[config.mk]
export PLATFORM = sky130hd
export DESIGN_NAME = mem_wb_stage_flat
export DESIGN_NICKNAME = d
export VERILOG_FILES = /design/src/rtl/mem_wb_stage_pkg.sv /design/src/rtl/mem_wb_stage_if.sv /design/src/rtl/dff.sv /design/src/rtl/mem_wb_stage_load_align.sv /design/src/rtl/mem_wb_stage.sv /design/src/flat_wrapper.sv
export SDC_FILE = /design/constraint.sdc
export NUM_CORES = 1
export LEC_CHECK = 0
export ABC_AREA = 1
export BUFFER_PORTS_ARGS = -buffer_cell sky130_fd_sc_hd__buf_2
export CORE_UTILIZATION = 30
export CTS_BUF_LIST = sky130_fd_sc_hd__clkbuf_4 sky130_fd_sc_hd__clkbuf_8
export DETAILED_ROUTE_END_ITERATION = 16
export PLACE_DENSITY_LB_ADDON = 0.2
export RECOVER_POWER = 50
export SYNTH_ARGS = -nofsm -noshare
export SYNTH_HDL_FRONTEND = slang
export SYNTH_SLANG_ARGS = --single-unit
[constraint.sdc]
create_clock -name clk -period 1.6 [get_ports clk]
set_input_delay 0 -clock clk [delete_from_list [all_inputs] [get_ports clk]]
set_output_delay 0 -clock clk [all_outputs]
set_load 0.005 [all_outputs]
[src/rtl/mem_wb_stage_pkg.sv]
// rtl/mem_wb_stage_pkg.sv - shared state encoding and defaults for the MEM/WB stage
package mem_wb_stage_pkg;

    typedef enum logic [1:0] {
        ST_IDLE   = 2'd0,
        ST_ACCESS = 2'd1,
        ST_HALTED = 2'd2
    } wb_state_t;

    localparam int TIMEOUT_DEFAULT = 15;

endpackage

[src/rtl/mem_wb_stage_if.sv]
// rtl/mem_wb_stage_if.sv - data-memory request/response bus between MEM/WB stage and memory
interface mem_wb_stage_if;

    logic        mem_req;
    logic        mem_wr;
    logic [15:0] mem_addr;
    logic [15:0] mem_wdata;
    logic        mem_ready;
    logic [15:0] mem_rdata;

    modport master (
        output mem_req, mem_wr, mem_addr, mem_wdata,
        input  mem_ready, mem_rdata
    );

    modport slave (
        input  mem_req, mem_wr, mem_addr, mem_wdata,
        output mem_ready, mem_rdata
    );

endinterface

[src/rtl/dff.sv]
// rtl/dff.sv - generic register cell with synchronous reset and write enable
module dff #(
    parameter int WIDTH = 1
) (
    input  logic             clk,
    input  logic             rst,
    input  logic             wen,
    input  logic [WIDTH-1:0] d,
    output logic [WIDTH-1:0] q
);

    always_ff @(posedge clk) begin
        if (rst) begin
            q <= '0;
        end else if (wen) begin
            q <= d;
        end
    end

endmodule

[src/rtl/mem_wb_stage_load_align.sv]
// rtl/mem_wb_stage_load_align.sv - word/byte load selection with zero extension
module mem_wb_stage_load_align (
    input  logic [15:0] rdata,
    input  logic        load_byte,
    input  logic        byte_sel,
    output logic [15:0] data
);

    always_comb begin
        data = rdata;
        if (load_byte) begin
            data = byte_sel ? {8'h00, rdata[15:8]} : {8'h00, rdata[7:0]};
        end
    end

endmodule

[src/rtl/mem_wb_stage.sv]
// rtl/mem_wb_stage.sv - MEM/WB stage: data-memory handshake, timeout, halt and W register
module mem_wb_stage
    import mem_wb_stage_pkg::*;
#(
    parameter int TIMEOUT = TIMEOUT_DEFAULT
) (
    input  logic                  clk,
    input  logic                  rst,
    input  logic [3:0]            M_Destination,
    input  logic [15:0]           M_ALUout,
    input  logic [15:0]           M_WriteData,
    input  logic [15:0]           M_Nxt_Pc,
    input  logic                  M_hlt,
    input  logic                  M_MemtoReg,
    input  logic                  M_MemRead,
    input  logic                  M_MemWrite,
    input  logic                  M_RegWrite,
    input  logic                  M_Pcs,
    input  logic                  M_load_byte,
    mem_wb_stage_if.master        mem,
    output logic                  stall,
    output logic [3:0]            W_Destination,
    output logic [15:0]           W_Result,
    output logic                  W_RegWrite,
    output logic                  W_hlt,
    output logic                  mem_err
);

    wb_state_t   state;
    wb_state_t   state_next;
    logic [3:0]  wait_cnt;
    logic        err_q;
    logic        mem_op;
    logic        timeout_now;
    logic [15:0] load_data;
    logic [15:0] result_next;

    assign mem_op        = M_MemRead | M_MemWrite;
    assign mem.mem_addr  = M_ALUout;
    assign mem.mem_wdata = M_WriteData;
    assign mem.mem_wr    = M_MemWrite;

    // The IDLE request cycle is the first wait, so ACCESS gives up one count early.
    always_comb begin
        state_next  = state;
        mem.mem_req = 1'b0;
        timeout_now = 1'b0;
        case (state)
            ST_IDLE: begin
                if (mem_op) begin
                    mem.mem_req = 1'b1;
                    if (!mem.mem_ready) begin
                        state_next = ST_ACCESS;
                    end else if (M_hlt) begin
                        state_next = ST_HALTED;
                    end
                end else if (M_hlt) begin
                    state_next = ST_HALTED;
                end
            end
            ST_ACCESS: begin
                if (wait_cnt == 4'(TIMEOUT - 1)) begin
                    timeout_now = 1'b1;
                    state_next  = M_hlt ? ST_HALTED : ST_IDLE;
                end else begin
                    mem.mem_req = 1'b1;
                    if (mem.mem_ready) begin
                        state_next = M_hlt ? ST_HALTED : ST_IDLE;
                    end
                end
            end
            ST_HALTED: begin
                state_next = ST_HALTED;
            end
            default: begin
                state_next = ST_IDLE;
            end
        endcase
    end

    assign stall   = (mem.mem_req & ~mem.mem_ready) | (state == ST_HALTED);
    assign mem_err = err_q | timeout_now;

    always_ff @(posedge clk) begin
        if (rst) begin
            state    <= ST_IDLE;
            wait_cnt <= 4'd0;
            err_q    <= 1'b0;
        end else begin
            state <= state_next;
            if (state == ST_IDLE && state_next == ST_ACCESS) begin
                wait_cnt <= 4'd0;
            end else if (state == ST_ACCESS && !mem.mem_ready && wait_cnt != 4'hF) begin
                wait_cnt <= wait_cnt + 4'd1;
            end
            if (timeout_now) begin
                err_q <= 1'b1;
            end
        end
    end

    mem_wb_stage_load_align u_load_align (
        .rdata     (mem.mem_rdata),
        .load_byte (M_load_byte),
        .byte_sel  (M_ALUout[0]),
        .data      (load_data)
    );

    assign result_next = M_Pcs ? M_Nxt_Pc : (M_MemtoReg ? load_data : M_ALUout);

    dff #(.WIDTH(4)) u_w_dest (
        .clk (clk), .rst (rst), .wen (~stall), .d (M_Destination), .q (W_Destination)
    );

    dff #(.WIDTH(16)) u_w_result (
        .clk (clk), .rst (rst), .wen (~stall), .d (result_next), .q (W_Result)
    );

    // A halt or timed-out instruction retires without writing the register file.
    always_ff @(posedge clk) begin
        if (rst) begin
            W_RegWrite <= 1'b0;
            W_hlt      <= 1'b0;
        end else if (state == ST_HALTED) begin
            W_RegWrite <= 1'b0;
        end else if (stall) begin
            W_RegWrite <= 1'b0;
            W_hlt      <= 1'b0;
        end else begin
            W_RegWrite <= M_RegWrite & ~timeout_now & ~M_hlt;
            W_hlt      <= M_hlt;
        end
    end

endmodule

[src/flat_wrapper.sv]
// flat-port wrapper written by rule: the top's interface ports become plain ports
module mem_wb_stage_flat import mem_wb_stage_pkg::*;
#(
    parameter int TIMEOUT = TIMEOUT_DEFAULT
)
  (clk, rst, M_Destination, M_ALUout, M_WriteData, M_Nxt_Pc, M_hlt, M_MemtoReg, M_MemRead, M_MemWrite, M_RegWrite, M_Pcs, M_load_byte, stall, W_Destination, W_Result, W_RegWrite, W_hlt, mem_err, mem_mem_req, mem_mem_wr, mem_mem_addr, mem_mem_wdata, mem_mem_ready, mem_mem_rdata);
  mem_wb_stage_if mem_i ();
  input  logic clk;
  input  logic rst;
  input  logic [3:0] M_Destination;
  input  logic [15:0] M_ALUout;
  input  logic [15:0] M_WriteData;
  input  logic [15:0] M_Nxt_Pc;
  input  logic M_hlt;
  input  logic M_MemtoReg;
  input  logic M_MemRead;
  input  logic M_MemWrite;
  input  logic M_RegWrite;
  input  logic M_Pcs;
  input  logic M_load_byte;
  output logic stall;
  output logic [3:0] W_Destination;
  output logic [15:0] W_Result;
  output logic W_RegWrite;
  output logic W_hlt;
  output logic mem_err;
  output wire logic [$bits(mem_i.mem_req)-1:0] mem_mem_req;
  output wire logic [$bits(mem_i.mem_wr)-1:0] mem_mem_wr;
  output wire logic [$bits(mem_i.mem_addr)-1:0] mem_mem_addr;
  output wire logic [$bits(mem_i.mem_wdata)-1:0] mem_mem_wdata;
  input wire logic [$bits(mem_i.mem_ready)-1:0] mem_mem_ready;
  input wire logic [$bits(mem_i.mem_rdata)-1:0] mem_mem_rdata;
  assign mem_mem_req = mem_i.mem_req;
  assign mem_mem_wr = mem_i.mem_wr;
  assign mem_mem_addr = mem_i.mem_addr;
  assign mem_mem_wdata = mem_i.mem_wdata;
  assign mem_i.mem_ready = mem_mem_ready;
  assign mem_i.mem_rdata = mem_mem_rdata;
  mem_wb_stage #(.TIMEOUT(TIMEOUT)) u_core (.clk(clk), .rst(rst), .M_Destination(M_Destination), .M_ALUout(M_ALUout), .M_WriteData(M_WriteData), .M_Nxt_Pc(M_Nxt_Pc), .M_hlt(M_hlt), .M_MemtoReg(M_MemtoReg), .M_MemRead(M_MemRead), .M_MemWrite(M_MemWrite), .M_RegWrite(M_RegWrite), .M_Pcs(M_Pcs), .M_load_byte(M_load_byte), .mem(mem_i), .stall(stall), .W_Destination(W_Destination), .W_Result(W_Result), .W_RegWrite(W_RegWrite), .W_hlt(W_hlt), .mem_err(mem_err));
endmodule
After elaboration in Yosys (flattened, before gate mapping)
Index checks and enable logic that the tools add are counted.
{"block": "classes", "n_addsub": 1, "n_eq_ne": 5, "muxes": 17, "bitwise_logic": 9, "n_reduce_logical": 7}
{"op": "$mux 16", "n": 3}
{"op": "$mux 2", "n": 6}
{"op": "$mux 8", "n": 1}
{"op": "$pmux 2 s3", "n": 1}
{"op": "$mux 1", "n": 5}
{"op": "$add 4x1->4 const B", "n": 1}
{"op": "$eq 2x1->1 const B", "n": 2}
{"op": "$eq 4x4->1 const B", "n": 1}
{"op": "$ne 4x4->1 const B", "n": 1}
{"op": "$and 1x1->1", "n": 3}
{"op": "$logic_and 1x1->1", "n": 3}
{"op": "$not 1->1", "n": 3}
{"op": "$or 1x1->1", "n": 3}
{"op": "$reduce_or 3->1", "n": 1}
{"op": "$eq 2x2->1 const B", "n": 1}
{"op": "$logic_not 2->1", "n": 1}
{"op": "$pmux 1 s2", "n": 1}
{"op": "$reduce_or 2->1", "n": 1}
{"op": "$logic_not 1->1", "n": 1}
{"block": "totals", "regBits": 29, "inputBits": 78, "output_inout_bits": 58, "word_cells": 46}

Depth between registers and ports, before layout
{"block": "logic_depth", "ltp_word": 7, "ltp_mapped": 11, "mapped_depth_nobuf": 10}

By module
A second synthesis with hierarchy kept.
{"block": "hier_totals", "cells_unflattened": 351, "hier_area_um2": 2164.6}
{"module": "mem_wb_stage", "instances": 1, "cells_per_inst": 180, "area_per_inst_um2": 1109.8, "seq_area_each_um2": 180.2}
{"module": "dff at u_core.u_w_result", "instances": 1, "cells_per_inst": 101, "area_per_inst_um2": 670.6, "seq_area_each_um2": 320.3}
{"module": "mem_wb_stage_load_align", "instances": 1, "cells_per_inst": 44, "area_per_inst_um2": 211.5, "seq_area_each_um2": 0.0}
{"module": "dff at u_core.u_w_dest", "instances": 1, "cells_per_inst": 26, "area_per_inst_um2": 172.7, "seq_area_each_um2": 80.1}

Least setup slack after synthesis
Ideal clock, no wire load.
{"block": "synth_path", "kind": "flip-flop to flip-flop", "startpoint": "register u_core.wait_cnt[0]", "endpoint": "register u_core.u_w_result.q[0]", "setup_time_ps": 114, "arrival_time_ps": 1248, "required_time_ps": 1486, "setup_slack_ps": 238, "stages_incl_launch_ff": 12, "path_buffers": 1, "synth_period_minus_slack_ps": 1362, "path_cell_list": "dfxtp_1 inv_1 ha_1 nand3_2 nand2_2 nand2_4 nand2_4 nand2_4 buf_6 nand2_2 nand2_1 nor2_2"}
{"block": "synth_via", "elab_chain_len": 5}
{"item": "from (decl)", "line_no": "mem_wb_stage.sv:31", "text": "logic [3:0] wait_cnt;"}
{"item": "from (signal assigned)", "line_no": "mem_wb_stage.sv:94", "text": "wait_cnt <= wait_cnt + 4'd1;"}
{"item": "$eq 4x4->1", "line_no": "mem_wb_stage.sv:62", "text": "if (wait_cnt == 4'(TIMEOUT - 1)) begin"}
{"item": "$mux 1", "line_no": "mem_wb_stage.sv:62"}
{"item": "$pmux 1 s2", "line_no": "mem_wb_stage.sv:48", "text": "case (state)"}
{"item": "net mem_mem_req", "line_no": "flat_wrapper.sv:27", "text": "output wire logic [$bits(mem_i.mem_req)-1:0] mem_mem_req;"}
{"item": "$and 1x1->1", "line_no": "mem_wb_stage.sv:81", "text": "assign stall = (mem.mem_req & ~mem.mem_ready) | (state == ST_HALTED);"}
{"item": "$or 1x1->1", "line_no": "mem_wb_stage.sv:81"}
{"item": "to (signal assigned)", "line_no": "dff.sv:14", "text": "q <= '0;"}
{"item": "to (signal assigned)", "line_no": "dff.sv:16", "text": "q <= d;"}
{"item": "to (decl)", "line_no": "dff.sv:9", "text": "output logic [WIDTH-1:0] q"}
The timed path passes the listed nets, and every way through them passes these cells.
A chain may end at the register's enable or synchronous reset.

Worst setup path in the final report
{"block": "layout_path", "startpoint": "register u_core.wait_cnt[0]", "endpoint": "register u_core.u_w_result.q[1]"}
{"block": "layout_via", "elab_chain_len": 5}
{"item": "$eq 4x4->1", "line_no": "mem_wb_stage.sv:62"}
{"item": "$mux 1", "line_no": "mem_wb_stage.sv:62"}
{"item": "$pmux 1 s2", "line_no": "mem_wb_stage.sv:48"}
{"item": "$and 1x1->1", "line_no": "mem_wb_stage.sv:81"}
{"item": "$or 1x1->1", "line_no": "mem_wb_stage.sv:81"}
Every way passes these cells.

==> impl_metrics.csv <==
group,metric,value,unit
timing,min_period,1470,ps
floorplan,start_util,31.1,%
placement,gp_congestion,0.844,
timing,tns,0,ps
timing,hold_violations,0,
clock_tree,clkTransAtPathRegs,60,ps
logic_synthesis,ys_warn_count,0,
timing,setup_viol,0,
timing,drv_slew,0,
detailed_routing,via_per_inst,4.26,
detailed_routing,drtIter0Drc,83,
logic_synthesis,synthCells,337,
timing,max_slew.worst_pin.slew,459,ps
detailed_routing,drc_errors,0,
grt,track_usage,14.5,%
placement,place_area,2470,um2
floorplan,rows,30,
worst_setup_path,crit_family,"simple AND/OR/NAND/NOR gates",
clock_tree,root_buffer,"clkbuf_8",
timing,final.setup_skew,9.77,ps
clock_tree,post_cts_buffers,0,
detailed_routing,firstDrtPassIters,4,
detailed_routing,wl_per_cell,10.5,um
timing,relSlewSlack,69.4,%
placement,dpl.hpwl,4240,um
grt,grt.overflow.total,0,
power_and_ir_drop,powerDensity,842,nW/um2
clock_tree,cts.path.max_buffers,2,
logic_synthesis,synth_cell_types,21,
clock_tree,cts_tree,"done",
floorplan,die_area,7390,um2
layout,final_area,2570,um2
clock_tree,ctsHtreeMaxLevel,2,
grt,grt_max_degree,17,
timing,max_freq,682,MHz
logic_synthesis,yosys-top-cells-area,"dfxtp_1 27%, nand2_1 12%, buf_4 12%, nor2_1 10%, nand3_1 7.1%",
logic_synthesis,synth.top_cell.area_share,27.5,%
status,status,"finished clean",
floorplan,io_pins,136,
logic_synthesis,avgSynthCellArea,6.27,um2
worst_setup_path,cp_max_fo,14,
worst_setup_path,path_cells,"inv_1, ha_1, nand3_2, nand2_2, nand2_4, nand2_4, nand2_8, buf_12, nand2_2, nand2_1, nor2_2",
worst_setup_path,cp-end-kind,"register",
worst_setup_path,worstSetupStartpointType,"register",
floorplan,fp.coreArea,6790,um2
power_and_ir_drop,peakVddDrop,0.457,mV
clock_tree,insertion_delay,270,ps
layout,layout_commonest_cell,"buf_2",
grt,antenna_found_initial,0,
min_path,worstHoldPathType,"in2out",
worst_setup_path,crit_required,1770,ps
worst_setup_path,slowest_delay,390,ps
floorplan,die_x,86.0,um
power_and_ir_drop,power.leakage,1.34,nW
detailed_routing,vias,2149,
layout,area_delta_synth_final,21.5,%
logic_synthesis,syn_nets,417,
logic_synthesis,ys_ff_latch,29,
timing,rsz0062_at_grt,"false",
detailed_routing,detail-route-antenna-nets,0,
floorplan,die_y,86.0,um
layout,fin_nets,487,
placement,port-buffer-count,103,
logic_synthesis,yosysSeqAreaShare,27.5,%
worst_setup_path,cp.buffers_inverters,2,
timing,period_share,91.7,%
layout,layout_common_cells,"90 x buf_2, 67 x nand2_1, 59 x nor2_1",
layout,num_antenna_cells,0,
clock_tree,cts_buffers,5,
layout,drive_gt1_share,32.8,%
grt,grt_pass1_vias,2030,
worst_setup_path,slowest_stage,"dfxtp_1",
worst_setup_path,path_class,"reg2reg",
logic_synthesis,synth.largest_area_cell,"dfxtp_1",
flow_run,cap_violations,0,
worst_setup_path,worstPathArrival,1640,ps
clock_tree,clock-sinks,29,
logic_synthesis,synthesis.area,2110,um2
grt,grt_pass1_wl,8610,um
detailed_routing,routed_wl,5290,um
==> layer usage <==
layer | GRT usage (%) | share of wire, % | vias to the layer above
li1 | - | - | 1142
met1 | 18.1 | 46 | 928
met2 | 24.8 | 46 | 68
met3 | 2.69 | 6.2 | 11
met4 | 5.00 | 1.4 | 0
met5 | 0 | 0 | -
==> where the power goes <==
| group | switching, mW | internal, mW | leakage, nW |
|---|---|---|---|
| clock network | 0.272 | 0.388 | 0.0542 |
| registers | 0.0430 | 0.801 | 0.240 |
| logic | 0.372 | 0.287 | 1.04 |
| total | 0.688 | 1.48 | 1.34 |
==> area by class of cell <==
cell class	instances	area (um2)
fillers	755	4220
multi-input cells	225	1070
flip-flops and latches	29	581
repair buffers	110	567
inverters	36	135
well taps	96	120
clock buffers	7	96.3
clock inverters	1	5.00
==> metrics by stage <==
stage / setup slack [ps] / power, mW / cells / util (%) / hold WS [ps]
floorplan: 238 / 1.33 / 337 / - / 69.1
global placement: 139 / 1.52 / 495 / 36.3 / 0.0346
detailed placement: 89.9 / 1.52 / 495 / 36.3 / 0.0346
CTS: 68.9 / 2.21 / 504 / 37.9 / 0.0346
global route: 26.2 / 2.34 / 504 / 37.8 / 0.00797
finish: 133 / 2.16 / 504 / 37.8 / 0.00170
==> flip-flops by register name (all words and copies together) (netlist names) <==
| signal | cells |
|---|---|
| u_core.state | 2 |
| u_core.u_w_result.q | 16 |
| u_core.W_hlt | 1 |
| u_core.wait_cnt | 4 |
| u_core.W_RegWrite | 1 |
| u_core.err_q | 1 |
| u_core.u_w_dest.q | 4 |
==> worst paths after layout <==
kind	startpoint	end	slack (ps)	cells after the start
worst max-delay path	u_core.wait_cnt[0]	u_core.u_w_result.q[1]	130	11
worst min-delay path	M_WriteData[6]	mem_mem_wdata[6]	0.002	0
worst max register to register	u_core.wait_cnt[0]	u_core.u_w_result.q[1]	130	11
worst min register to register	u_core.err_q	u_core.err_q	460	2
==> what timing repair did <==
item / CTS / global route
hold buffers: 1 / 0
resized for setup: 0 / 1
endpoints found under the setup margin: 0 / 12
endpoints found under the hold margin: 3 / 0
==> synthesized netlist by cell type, drive strengths merged <==
master	n
dfxtp	29
o21ai	6
clkbuf	1
o22ai	1
inv	36
nand2	83
nor2	71
buf	46
ha	2
xnor2	1
xor2	1
a21oi	25
nand3	31
nand3b	4
==> cell families (layout without fill, tap and decap cells) <==
| kind of cell | count (synthesis) | count (layout) | share of synthesized area [%] |
|---|---|---|---|
| flip-flops | 29 | 29 | 27.5 |
| XOR/XNOR | 2 | 2 | 0.829 |
| adder cells (fa/ha/maj) | 2 | 2 | 1.18 |
| AO/OA/AOI/OAI | 32 | 32 | 7.63 |
| AND/OR/NAND/NOR | 189 | 189 | 40.4 |
| buffers and inverters | 83 | 154 | 22.5 |
Note: power is estimated with default switching activity, not from simulation.
